**config.mk**
```make
export PLATFORM = sky130hd
export DESIGN_NAME = prog_sequencer
export DESIGN_NICKNAME = d
export VERILOG_FILES = /design/src/rtl/prog_sequencer.sv
export SDC_FILE = /design/constraint.sdc
export NUM_CORES = 1
export LEC_CHECK = 0
export CORE_UTILIZATION = 50
export DETAILED_ROUTE_END_ITERATION = 12
export PLACE_DENSITY_LB_ADDON = 0.3
export SYNTH_ARGS = -nofsm -noshare
export SYNTH_HDL_FRONTEND = slang
export SYNTH_SLANG_ARGS = --single-unit
export TNS_END_PERCENT = 100
```
**constraint.sdc**
```tcl
create_clock -name clk_i -period 3.4 [get_ports clk_i]
set_input_delay 0.51 -clock clk_i [delete_from_list [all_inputs] [get_ports clk_i]]
set_output_delay 0.51 -clock clk_i [all_outputs]
set_load 0.03 [all_outputs]
```
**src/rtl/prog_sequencer.sv**
```systemverilog
// rtl/prog_sequencer.sv - run controller: req/done handshake, program select, cycle budget
//
// Sequences the single-cycle core through one program per request.
// Ports:
//   clk_i          system clock, all state on rising edge
//   reset_ni       asynchronous active-low reset
//   req_i          four-phase run request (level)
//   prog_sel_i     program index, sampled when leaving IDLE
//   halt_i         halt-instruction decode, honoured only in RUN
//   done_o         run finished (held until req drops)
//   busy_o         high in LOAD and RUN
//   core_rst_o     holds PC at start_addr_o while high
//   core_en_o      PC advance / register-file / memory write enable
//   start_addr_o   PC load value
//   cycle_cnt_o    RUN cycles of last or current run
//   timeout_o      last run ended by budget exhaustion
//   err_o          last request had an out-of-range prog_sel
module prog_sequencer #(
    parameter int              D       = 12,
    parameter int              NPROG   = 3,
    parameter int              CW      = 16,
    parameter logic [CW-1:0]   TIMEOUT = 16'd40000,
    parameter logic [D-1:0]    START0  = 12'd0,
    parameter logic [D-1:0]    START1  = 12'd256,
    parameter logic [D-1:0]    START2  = 12'd512,
    parameter logic [D-1:0]    START3  = 12'd768
) (
    input  logic          clk_i,
    input  logic          reset_ni,
    input  logic          req_i,
    input  logic [1:0]    prog_sel_i,
    input  logic          halt_i,
    output logic          done_o,
    output logic          busy_o,
    output logic          core_rst_o,
    output logic          core_en_o,
    output logic [D-1:0]  start_addr_o,
    output logic [CW-1:0] cycle_cnt_o,
    output logic          timeout_o,
    output logic          err_o
);

    localparam logic [1:0] ST_IDLE = 2'd0;
    localparam logic [1:0] ST_LOAD = 2'd1;
    localparam logic [1:0] ST_RUN  = 2'd2;
    localparam logic [1:0] ST_DONE = 2'd3;

    localparam logic [2:0]    NPROG_W    = 3'(NPROG);
    localparam logic [CW-1:0] LAST_CYCLE = TIMEOUT - 1'b1;

    logic [1:0]    state_q, state_d;
    logic [D-1:0]  start_addr_q, start_addr_d;
    logic [CW-1:0] cycle_cnt_q, cycle_cnt_d;
    logic          timeout_q, timeout_d;
    logic          err_q, err_d;

    logic [D-1:0]  sel_addr;
    logic          sel_valid;

    always_comb begin
        sel_addr = START0;
        case (prog_sel_i)
            2'd0:    sel_addr = START0;
            2'd1:    sel_addr = START1;
            2'd2:    sel_addr = START2;
            default: sel_addr = START3;
        endcase
    end

    assign sel_valid = ({1'b0, prog_sel_i} < NPROG_W);

    // Run bookkeeping is cleared on the IDLE->LOAD edge so LOAD already
    // presents the new start address with a zeroed counter and flags.
    always_comb begin
        state_d      = state_q;
        start_addr_d = start_addr_q;
        cycle_cnt_d  = cycle_cnt_q;
        timeout_d    = timeout_q;
        err_d        = err_q;
        case (state_q)
            ST_IDLE: begin
                if (req_i) begin
                    if (sel_valid) begin
                        state_d      = ST_LOAD;
                        start_addr_d = sel_addr;
                        cycle_cnt_d  = '0;
                        timeout_d    = 1'b0;
                        err_d        = 1'b0;
                    end else begin
                        state_d = ST_DONE;
                        err_d   = 1'b1;
                    end
                end
            end
            ST_LOAD: begin
                state_d = ST_RUN;
            end
            ST_RUN: begin
                cycle_cnt_d = cycle_cnt_q + 1'b1;
                // Halt has priority over the budget check in the same cycle.
                if (halt_i) begin
                    state_d = ST_DONE;
                end else if (cycle_cnt_q == LAST_CYCLE) begin
                    state_d   = ST_DONE;
                    timeout_d = 1'b1;
                end
            end
            ST_DONE: begin
                if (!req_i) begin
                    state_d = ST_IDLE;
                end
            end
            default: begin
                state_d = ST_IDLE;
            end
        endcase
    end

    always_ff @(posedge clk_i or negedge reset_ni) begin
        if (!reset_ni) begin
            state_q      <= ST_IDLE;
            start_addr_q <= '0;
            cycle_cnt_q  <= '0;
            timeout_q    <= 1'b0;
            err_q        <= 1'b0;
        end else begin
            state_q      <= state_d;
            start_addr_q <= start_addr_d;
            cycle_cnt_q  <= cycle_cnt_d;
            timeout_q    <= timeout_d;
            err_q        <= err_d;
        end
    end

    // Control outputs decode the registered state only.
    assign done_o       = (state_q == ST_DONE);
    assign busy_o       = (state_q == ST_LOAD) || (state_q == ST_RUN);
    assign core_rst_o   = (state_q == ST_IDLE) || (state_q == ST_LOAD);
    assign core_en_o    = (state_q == ST_RUN);
    assign start_addr_o = start_addr_q;
    assign cycle_cnt_o  = cycle_cnt_q;
    assign timeout_o    = timeout_q;
    assign err_o        = err_q;

endmodule
```
==> impl.org, run 1 <==
** Run status
- The flow ran to the end, and the final reports show no timing, DRC or antenna violations.

** Worst setup path
- Series of cell instances along the critical path :: inv_1 > ha_1 > or2_2 > clkdlybuf4s50_1
- STA classifies the critical path endpoint as a primary output.
- On the worst path, the slowest cell contributes a delay of 590 ps.
- Data arrival at the endpoint of the critical path :: 1990 ps
- STA classifies the critical path startpoint as a flip-flop.
- Critical path peak fanout :: 5
- In this run the critical register-to-register path is launched from state_q[0].
- Setup slack of the worst register-to-register path :: around 1300 ps
- The worst register-to-register path ends at cycle_cnt_o[11].
- Path depth of the worst reg2reg path :: 6
- STA puts the critical path data required time at around 2900 ps.
- The critical path in this run is classified as reg2out.
- Slowest-stage cell, CP :: sky130_fd_sc_hd__clkdlybuf4s50_1

** Cells and area
- Relative to the synthesized area, the layout overhead comes to 22.61%.
- Fin cells :: between 150 and 200
- In the final layout, the share of cells above drive strength 1 is 0.05325.
- The net count of the finished layout is around 180.
- 0 antenna diodes ended up in the layout.

** Yosys
- Register area share after synthesis :: 0.4163
- The netlist uses 35 different library cells.
- Warnings from Yosys :: 0
- Counting every instance in the synthesized netlist gives 140.
- Post-synth top flop :: sky130_fd_sc_hd__dfrtp_1
- Flop and latch count out of synthesis :: 22
- Number of enable-type register cells in the synthesized netlist :: 0
- Summing every instance area after synthesis gives between 0.001 and 0.0015 mm2.
- Average cell area after synthesis :: approximately 9.4 um2
- Asr flop ratio synth :: 1.000

** Clocking
- The clock drives 22 sinks.
- In this run, post-CTS repair resized a total of 0 instances.
- The root buffer cell chosen for the clock tree is sky130_fd_sc_hd__clkbuf_4.
- TritonCTS created 3 clock buffers.
- The clock reaches the later pin of the worst-skew pair after 310 ps.
- TritonCTS built the clock tree.
- Setup Buffers After CTS :: 0
- CTS built an H-tree with a depth of 1.
- The longest clock path from root to sink contains 2 buffers.
- CTS Hold Bufs :: 0
- After clock tree synthesis, the clock-pin slew on the worst setup and hold paths is about 130 ps.

** Hold path
- Worst hold path depth :: 2
- The worst hold path terminates at start_addr_o[8].
- Worst Hold Launch :: start_addr_o[8]
- The worst hold path belongs to the class reg2reg.

** Route
- DRC Markers :: 0
- Antenna-violating nets left :: 0
- The first detailed-routing pass took 4 iterations.
- Wires add up to about 2.6 mm.
- Dividing the detail-routed wire length by the instance count gives between 10 and 15 um.
- The detailed router placed around 1100 vias in this run.
- Dividing the detail-routed via count by the number of cells gives about 5.7.
- Initial drt markers :: 15

** Global routing
- In the global route stage, overall resource usage came out at 0.2126.
- Pin count of the biggest net entering global routing :: 26
- The number of antenna violations at the first check in global routing is 0.
- The via count of the first global-routing pass was between 900 and 1000.
- After global routing the overflow that remains totals 0.
- First-pass GRT wire length :: 4.416 mm

** Timing
- Setup skew after layout :: approximately 4.1 ps
- The count of final max-slew check failures was 0.
- Static timing analysis puts the maximum clock frequency at 399.9 MHz.
- Aggregate negative setup slack :: 0 ps
- Tcrit/Tclk final :: 0.7355
- Relative slew slack :: 0.3411
- Setup violation total in the final timing report :: 0
- Shortest period the worst path allows :: 2501 ps
- Actual transition at the worst max-transition pin :: between 900 and 1000 ps
- Hold Fails Final Rpt :: 0
- Setup repair after global routing left no endpoint under its margin.

** Placed design
- HPWL reported at the end of detailed placement :: between 1.5 and 2 mm
- During placement, the flow inserted port buffers numbering 29.
- In this run, placement finished with an instance count of about 200.
- RePlAce Congestion :: between 0.7 and 0.8

** Floorplanning
- Die footprint :: ~0.0029 mm2
- The core region is ~0.0025 mm2.
- Chip Width :: 53.43 um
- Initial Util :: 0.5338
- Number of top-level pins :: 40
- Vertical extent of the die :: approximately 53 um
- Row Count :: 18

** Power and ir drop
- The analysis attributes to cell leakage a power of a little under 0.7 nW.
- Summing internal, switching and leakage power gives between 0.001 and 0.0015 W.
- The worst-case IR drop observed on VDD is roughly 0.74 mV.
- Dividing total power by cell area gives a power density of around 780 mW/mm2.

** Flow run
- Across the run, the number of max-cap violations was 0.
placed cells by master (no fill, tap or decap), types with 2 or more instances in the layout:
cell and n:
sky130_fd_sc_hd__inv_1 6, sky130_fd_sc_hd__nand3_1 6, sky130_fd_sc_hd__o21ai_0 3, sky130_fd_sc_hd__dfrtp_1 22, sky130_fd_sc_hd__a21oi_1 12, sky130_fd_sc_hd__conb_1 10, sky130_fd_sc_hd__nand2_1 12, sky130_fd_sc_hd__nand2b_1 2
sky130_fd_sc_hd__nor2_1 8, sky130_fd_sc_hd__mux2i_1 5, sky130_fd_sc_hd__ha_1 6, sky130_fd_sc_hd__o31ai_1 10, sky130_fd_sc_hd__and2_1 2, sky130_fd_sc_hd__and4_1 2, sky130_fd_sc_hd__clkbuf_4 3, sky130_fd_sc_hd__nor4b_1 3
sky130_fd_sc_hd__clkdlybuf4s50_1 29, sky130_fd_sc_hd__or4_1 10, sky130_fd_sc_hd__nand4_1 2
per-layer routing:
metal  share of wire  wire, um  up-vias  track usage
li1                -         -      555            -
met1            0.48      1275      539       0.2840
met2            0.47      1243       29       0.3479
met3           0.041       107        2      0.03161
met4          0.0053        14        0      0.06579
met5               0         0        -            0
cells in the mapped netlist, types with 2 or more instances:
| cell type | n | share of area |
|---|---|---|
| sky130_fd_sc_hd__nand2b_1 | 2 | 0.0095 |
| sky130_fd_sc_hd__nand3_1 | 6 | 0.023 |
| sky130_fd_sc_hd__nor2_1 | 8 | 0.023 |
| sky130_fd_sc_hd__a21oi_1 | 12 | 0.045 |
| sky130_fd_sc_hd__o21ai_0 | 3 | 0.011 |
| sky130_fd_sc_hd__nand4_1 | 2 | 0.0095 |
| sky130_fd_sc_hd__nor4b_1 | 3 | 0.020 |
| sky130_fd_sc_hd__and2_1 | 2 | 0.0095 |
| sky130_fd_sc_hd__or4_1 | 10 | 0.057 |
| sky130_fd_sc_hd__nand2_1 | 12 | 0.034 |
| sky130_fd_sc_hd__mux2i_1 | 5 | 0.038 |
| sky130_fd_sc_hd__inv_1 | 6 | 0.017 |
| sky130_fd_sc_hd__dfrtp_1 | 22 | 0.42 |
| sky130_fd_sc_hd__buf_6 | 2 | 0.017 |
| sky130_fd_sc_hd__o31ai_1 | 10 | 0.057 |
| sky130_fd_sc_hd__and4_1 | 2 | 0.013 |
| sky130_fd_sc_hd__ha_1 | 6 | 0.057 |
| sky130_fd_sc_hd__buf_4 | 10 | 0.057 |
power breakdown:
group / leakage (nW) / switching (W) / internal [W]
registers: 0.294 / 0.0000662 / 0.000331
clock network: 0.0210 / 0.0000814 / 0.0000653
logic: 0.374 / 0.000450 / 0.000276
total: 0.689 / 0.000598 / 0.000672
how the worst max path moves through the flow:
| stage | to | slack [ps] | start |
|---|---|---|---|
| final | core_rst_o | 900 | state_q[0] |
| after CTS | core_rst_o | 890 | state_q[0] |
| after global routing | core_rst_o | 830 | state_q[0] |
| after global placement | cycle_cnt_o[12] | 1130 | prog_sel_i[0] |
| after floorplan | cycle_cnt_o[7] | 1290 | state_q[0] |
| after detailed placement | cycle_cnt_o[15] | 1100 | prog_sel_i[0] |
registers in the layout, summed over array words and instances, names as in the netlist:
| signal | cells |
|---|---|
| cycle_cnt_o | 16 |
| err_o | 1 |
| start_addr_o | 2 |
| state_q | 2 |
| timeout_o | 1 |
stage by stage:
stage	cell area (um2)	utilization	setup slack [ps]	hold WS (ps)
floorplan	1356	-	1292	214.4
global placement	1585	0.6399	1134	492.0
detailed placement	1585	0.6399	1102	493.4
CTS	1622	0.6545	892.4	526.4
global route	1622	0.6545	830.0	549.1
finish	1622	0.6545	899.5	516.3
cell type report:
cell class              count  area [um2]
clock buffers               4       36.28
well taps                  30       37.54
flip-flops and latches     22       550.5
inverters                   6       22.52
multi-input cells         107       676.9
fillers                   222       855.8
repair buffers             30       297.8
critical path: cells and delay by family (launching register included):
family                     cells  cell delay (ps)
and+or+nand+nor                1              310
DFF                            1              400
adders and majority gates      1              280
buffers and inverters          2              690
logic make-up (layout without fill, tap and decap cells):
kind of cell / count (synthesis) / in the layout / synth area share
flops: 22 / 22 / 0.4163
other cells: 1 / 10 / 0.002835
fa+ha+maj: 6 / 6 / 0.05676
mux: 6 / 6 / 0.04636
simple gates: 54 / 54 / 0.2309
buf+inv: 20 / 40 / 0.09744
compound gates: 31 / 31 / 0.1495
(Power assumes the default switching activity.)
==> run 2, diff against run 1 <==
Settings changed: CORE_UTILIZATION 50 to 42.
Clock period 3.4 ns to 2.1 ns, I/O delays scaled along.
==> run 2 against run 1 <==
Effect of this change: hold slack got worse by 180 ps; register-to-register slack got worse by 1100 ps; sequential power grew 64%; routed wire length grew 18%; critical path depth did not move; clock skew is 0.79 ps lower; first-iteration DRC count rose by 130%.
==> impl.org, run 2 (synthesized netlist as in run 1, its figures left out) <==
** Run status
- The flow ran to the end, and the final reports show no timing, DRC or antenna violations.

** Timing
- The worst path meets setup with 143.7 ps of slack.
- For this run, the top clock speed supported by timing is 511.2 MHz.
- The worst path needs approximately 2000 ps of the cycle, external delays included.
- Setup repair after global routing left no endpoint under its margin.
- Fin. max-slew vios :: 0
- Setup violation total in the final timing report :: 0
- Hold Fails Final Rpt :: 0
- Tcrit/Tclk final :: 0.9316
- On the final layout, the worst clock skew is between 3 and 4 ps.
- Aggregate negative setup slack :: 0 ps

** Floorplanning
- Row generation in the floorplan step produced 19 rows.
- Vertical extent of the die :: 58.12 um
- From left edge to right edge, the die measures just under 60 um.
- Die footprint :: 0.003377 mm2
- Floorplan core area :: 0.002877 mm2
- Initial Util :: 0.4598
- Number of top-level pins :: 40

** Clocking
- The number of setup buffers added after CTS is 0.
- Sink Count :: 22
- Clock edge transition at the registers on the reported setup and hold paths :: ~130 ps
- No sink is reached through more buffers than the 2 on the longest clock path.
- In this run the number of H-tree levels came out at 1.
- Insertion delay of the later-clocked pin in the worst-skew pair :: about 310 ps
- TritonCTS Buffers :: 3
- Clock tree from TritonCTS :: done
- Root buffer cell :: sky130_fd_sc_hd__clkbuf_4
- Buffers inserted to repair hold after CTS numbered 0.

** Route
- WL/cell :: 14.32 um
- The final layout contains routed wiring with a total length of ~3.1 mm.
- After detailed routing, the wire length on met1 is about 1.4 mm.
- Number of vias in the routed layout :: roughly 1200
- Routed signal wires occupy layers up through met4.
- After the first detailed-routing iteration, the DRC count stood at 34.
- DRC Markers :: 0
- Initial DRT Pass Iterations :: 4
- Detailed routing placed a total of roughly 140 um of wire on met3.
- Via density :: about 5.5
- Wire segments on met2 add up to ~1.5 mm in the final route.
- Antenna-violating nets left :: 0

** Placed design
- Port buffering added 29 buffers.
- At the placement stage, the worst setup path has a slack of approximately 44 ps.
- RePlAce Congestion :: between 0.7 and 0.8
- The wire-length estimate of the detail-placed layout is about 2.2 mm.

** Worst setup path
- Data arrival at the endpoint of the critical path :: 1640 ps
- Crit path required time :: 1780 ps
- The critical path contains buffers and inverters numbering 3 combined.
- Number of cells on the critical path :: 4
- Traced cell by cell, the critical path runs through inv_1 > ha_2 > buf_4 > dlygate4sd2_1.
- Path depth of the worst reg2reg path :: 6
- For this design, the slowest cell found on the critical path is sky130_fd_sc_hd__dlygate4sd2_1.
- Critical path peak fanout :: 6
- Delay-heaviest family, CP :: buffers and inverters
- By startpoint and endpoint, the worst setup path is classified as reg2out.
- STA classifies the critical path endpoint as a primary output.
- The worst setup path is launched from a flip-flop.
- In this design, the stage delay of the slowest critical-path cell is about 430 ps.

** Cells and area
- Fraction of the core area covered by cells at the end of the flow :: 0.5863
- Layout Nets :: about 190
- 0 antenna diodes ended up in the layout.
- Growth of design area from synthesis to finish :: 27.53%
- Most frequent cells in the layout :: sky130_fd_sc_hd__clkdlybuf4s50_1 (26), sky130_fd_sc_hd__dfrtp_1 (22), sky130_fd_sc_hd__nand2_1 (12), sky130_fd_sc_hd__a21oi_1 (12)
- Commonest non-fill, non-tap cell in the layout :: sky130_fd_sc_hd__clkdlybuf4s50_1
- The register with the most flip-flops in the layout has 16 of them.
- Ratio of cells with drive above 1 in the final layout :: 0.1029

** Global routing
- Number of antenna violations at the first check in global routing :: 0
- In the global route stage, overall resource usage came out at 0.1881.
- The via count of the first global-routing pass is 1112.
- First-pass GRT wire length :: just under 5 mm
- Pin count of the biggest net entering global routing :: 23
- GR Overflow Total :: 0

** Hold path
- Min-delay worst type :: in2async

** Flow run
- Max-cap violations in this run came to 0.

** Power and ir drop
- Pwr Density :: between 1000 and 1500 mW/mm2
- Power comes to 0.002126 W.
- IR analysis of the VDD net gives a maximum drop of 0.7933 mV.
- Leakage :: ~0.72 nW
## run 2: cell types whose count changed in the layout (fill, tap and decap cells not counted)
cell | before | now
sky130_fd_sc_hd__buf_4 | 1 | 7
sky130_fd_sc_hd__clkdlybuf4s50_1 | 29 | 26
sky130_fd_sc_hd__dlygate4sd2_1 | 0 | 2
sky130_fd_sc_hd__ha_1 | 6 | 4
sky130_fd_sc_hd__ha_2 | 0 | 2
sky130_fd_sc_hd__clkbuf_2 | 0 | 1
sky130_fd_sc_hd__o22a_2 | 1 | 0
sky130_fd_sc_hd__o22a_4 | 0 | 1
## run 2: repair_timing
item                                   4_1_cts  5_1_grt
cloned                                       0        0
resized for setup                            3        4
endpoints found under the hold margin        0        0
setup endpoints to repair                    3        8
## run 2: path summary, 6_finish.rpt
path	from	slack (ps)	end
max	state_q[0]	140	core_en_o
min	reset_ni	340	cycle_cnt_o[4]
max reg2reg	state_q[1]	160	cycle_cnt_o[13]
min reg2reg	start_addr_o[8]	520	start_addr_o[8]
max in group asynchronous	reset_ni	1530	cycle_cnt_o[6]
min in group clk_i	start_addr_o[8]	520	start_addr_o[8]
## run 2: metal layers
metal  track usage  up-vias
met3       0.02902        7
met2        0.3333       46
li1              -      570
met4       0.06122        0
met1        0.2334      580
met5             0        -
## run 2: through the flow
step / area [um2] / instances / hold WS (ps)
6_report: 1687 / 217 / 335.0
5_1_grt: 1687 / 217 / 360.4
4_1_cts: 1680 / 217 / 344.2
3_5_place_dp: 1648 / 213 / 493.7
3_3_place_gp: 1648 / 213 / 489.9
2_1_floorplan: 1359 / 149 / 19.41
## run 2: where the power goes
group          internal, W  switching [W]  total (W)  leakage (nW)
Sequential        0.000536       0.000116   0.000652         0.294
Combinational     0.000474       0.000759    0.00123         0.406
Clock             0.000106       0.000135   0.000241        0.0210
Total              0.00112        0.00101    0.00213         0.721
## run 2: layout make-up
type | instances | area (um2)
inverter | 6 | 22.52
timing repair buffer | 36 | 335.3
tap | 42 | 52.55
multi-input combinational | 107 | 689.4
sequential | 22 | 550.5
clock buffer | 4 | 36.28
fill | 262 | 1190
## run 2: worst register-to-register path: stages (launching register included)
cell and delay (ps):
sky130_fd_sc_hd__dfrtp_1 430, sky130_fd_sc_hd__inv_1 140, sky130_fd_sc_hd__ha_2 270, sky130_fd_sc_hd__nand2_2 80, sky130_fd_sc_hd__o22a_4 280, sky130_fd_sc_hd__or4_1 530, sky130_fd_sc_hd__a21oi_1 150
==> run 3, diff against run 2 <==
Settings changed: CELL_PAD_IN_SITES_DETAIL_PLACEMENT set to 1, CELL_PAD_IN_SITES_GLOBAL_PLACEMENT set to 1, CORE_UTILIZATION 42 to 32, CTS_BUF_LIST set to sky130_fd_sc_hd__clkbuf_8.
==> run 3 against run 2 <==
Effect of this change: critical path depth unchanged; sequential cell count unchanged; sequential power hardly changed; sequential share of layout area down 0.43 points; count of clock-buffer cells in the layout shrank 1; die area rose by 30%; hold slack better by 71 ps; final cell count up 3.2%; utilization shrank 16 points; critical path type unchanged; largest cell class unchanged; largest power group unchanged; highest routed layer unchanged.
==> impl.org, run 3 (synthesized netlist as in run 1, its figures left out) <==
** Run status
- The run finished with clean final reports.

** Floorplanning
- The die is approximately 66 um tall.
- The total area inside the core boundary comes to slightly below 0.004 mm2.
- Die footprint :: 0.004394 mm2
- Initial Util :: 0.3330
- Row Count :: 23
- Number of top-level pins :: 40
- In this run the horizontal extent of the chip is between 60 and 70 um.

** Worst setup path
- Setup slack of the worst register-to-register path :: between 100 and 150 ps
- At the worst endpoint, the required time is roughly 1800 ps.
- Endpoint of the lowest-slack register-to-register path :: cycle_cnt_o[11]
- Crit path launch type :: flip-flop
- The startpoint identified for the worst register-to-register timing path is state_q[0].
- At the worst endpoint, the arrival time is 1700 ps.
- Worst setup path class :: reg2out
- Critical path peak fanout :: 5
- STA classifies the critical path endpoint as a primary output.
- The critical path starts at state_q[0].
- Path depth of the worst reg2reg path :: 6

** Timing
- Setup skew after layout :: 6.063 ps
- The clock period could shrink to 2016 ps.
- Aggregate negative setup slack :: 0 ps
- Max Clock Freq :: 496.0 MHz
- Setup violations remaining at the end of the flow were counted as 0.
- Fin. max-slew vios :: 0
- Hold Fails Final Rpt :: 0
- Unrepaired setup endpoints after global routing :: false
- Of the available clock period, the critical path in the final layout requires 0.9601.
- Worst hold slack after final layout :: approximately 400 ps

** Power and ir drop
- Pwr Density :: approximately 1300 mW/mm2
- Worst vdd ir :: ~0.63 mV
- Leakage :: around 0.73 nW

** Placed design
- HPWL reported at the end of detailed placement :: about 2.6 mm
- The count of buffers added on input and output ports is 29.
- RePlAce Congestion :: roughly 0.75

** Cells and area
- Fraction of the core area covered by cells at the end of the flow :: 0.4304
- Max reg flops :: 16
- Layout Nets :: 188
- In the layout the commonest cells are sky130_fd_sc_hd__clkdlybuf4s50_1 (26), sky130_fd_sc_hd__dfrtp_1 (22), sky130_fd_sc_hd__nand2_1 (12), sky130_fd_sc_hd__a21oi_1 (12).
- Ratio of cells with drive above 1 in the final layout :: 0.09195
- The area growth from synthesis to layout is 29.23%.
- Layout fillers :: 467
- Commonest non-fill, non-tap cell in the layout :: sky130_fd_sc_hd__clkdlybuf4s50_1
- Antenna cell count :: 0

** Global routing
- Pin count of the biggest net entering global routing :: 23
- Vias in the first global route :: 1245
- GR Overflow Total :: 0
- Number of antenna violations at the first check in global routing :: 0
- Across every metal layer, demand over resource in global routing totals 0.1740.
- First-pass GRT wire length :: 5.851 mm

** Clocking
- Maximum clock path buffer count :: 2
- TritonCTS built the clock tree.
- Counting the buffers created by CTS gives 3.
- Number of H-tree branching levels :: 1
- After clock tree synthesis, the flow added hold-fix buffers numbering 0.
- Clock edge transition at the registers on the reported setup and hold paths :: 80 ps
- Clock tree synthesis selected as its root buffer the cell sky130_fd_sc_hd__clkbuf_8.
- Clock latency on the worst-skew pair, taken at its later pin, is 260 ps.
- Sink Count :: 22
- Buffers added to address setup during post-CTS repair amount to 0.

** Route
- WL/cell :: approximately 16 um
- The first TritonRoute pass finished after 4 iterations.
- After detailed routing, the total wire length is about 3.6 mm.
- In the routed design, unresolved DRC markers number 0.
- Antenna-violating nets left :: 0
- The detailed router finished its first iteration with 43 violations.
- After detailed routing, the number of vias per cell comes to between 5 and 6.
- Number of vias in the routed layout :: around 1200

** Hold path
- In this run the worst hold path is classified as in2async.

** Flow run
- Max-Cap Viols :: 0
## run 3: changes by cell type in the layout (fill, tap and decap cells not counted)
cell | before | now
sky130_fd_sc_hd__clkbuf_4 | 3 | 0
sky130_fd_sc_hd__clkbuf_8 | 1 | 3
sky130_fd_sc_hd__clkbuf_2 | 1 | 0
sky130_fd_sc_hd__dlymetal6s2s_1 | 0 | 1
## run 3: how the worst max path moves through the flow
| stage | end | slack, ps |
|---|---|---|
| final | core_rst_o | 80 |
| after detailed placement | cycle_cnt_o[11] | 40 |
| after CTS | busy_o | 50 |
| after floorplan | cycle_cnt_o[7] | 120 |
| after global routing | core_rst_o | 6 |
| after global placement | cycle_cnt_o[8] | 100 |
## run 3: cell type report
class	count	area, um2	area share
Multi-Input combinational cell	107	689.4	0.4034
Sequential cell	22	550.5	0.3221
Inverter	6	22.52	0.01318
Clock buffer	3	41.29	0.02416
Timing Repair Buffer	36	342.8	0.2006
Tap cell	50	62.56	0.03660
## run 3: report_power, final
part	leakage (nW)	switching, W	internal [W]
clock network	0.0216	0.000137	0.000128
logic	0.415	0.000778	0.000490
registers	0.294	0.000117	0.000537
total	0.731	0.00103	0.00116
## run 3: per-stage QoR
stage,cell area (um2),setup slack (ps),instances,power (W)
after global routing,1709,5.870,224,0.002333
after floorplan,1359,118.9,149,0.001449
final,1709,83.82,224,0.002189
after CTS,1697,50.82,224,0.002187
after global placement,1658,102.5,221,0.001872
after detailed placement,1658,38.46,221,0.001928
## run 3: worst max-delay path: stages, from the launching register on
cell	delay [ps]
sky130_fd_sc_hd__dfrtp_1	380
sky130_fd_sc_hd__inv_1	110
sky130_fd_sc_hd__ha_2	250
sky130_fd_sc_hd__or2_2	330
sky130_fd_sc_hd__dlygate4sd2_1	370
## run 3: repair_timing
action / in CTS / in global routing
endpoints found under the hold margin: 0 / 0
setup endpoints to repair: 2 / 13
resized for setup: 2 / 3
## run 3: per-layer routing
layer  track usage  part of all wire  up-vias
met5             0                 0        -
met3       0.02414             0.035        4
met1        0.2221              0.45      565
met4       0.04787            0.0075        0
met2        0.3036              0.51       27
li1              -                 -      561
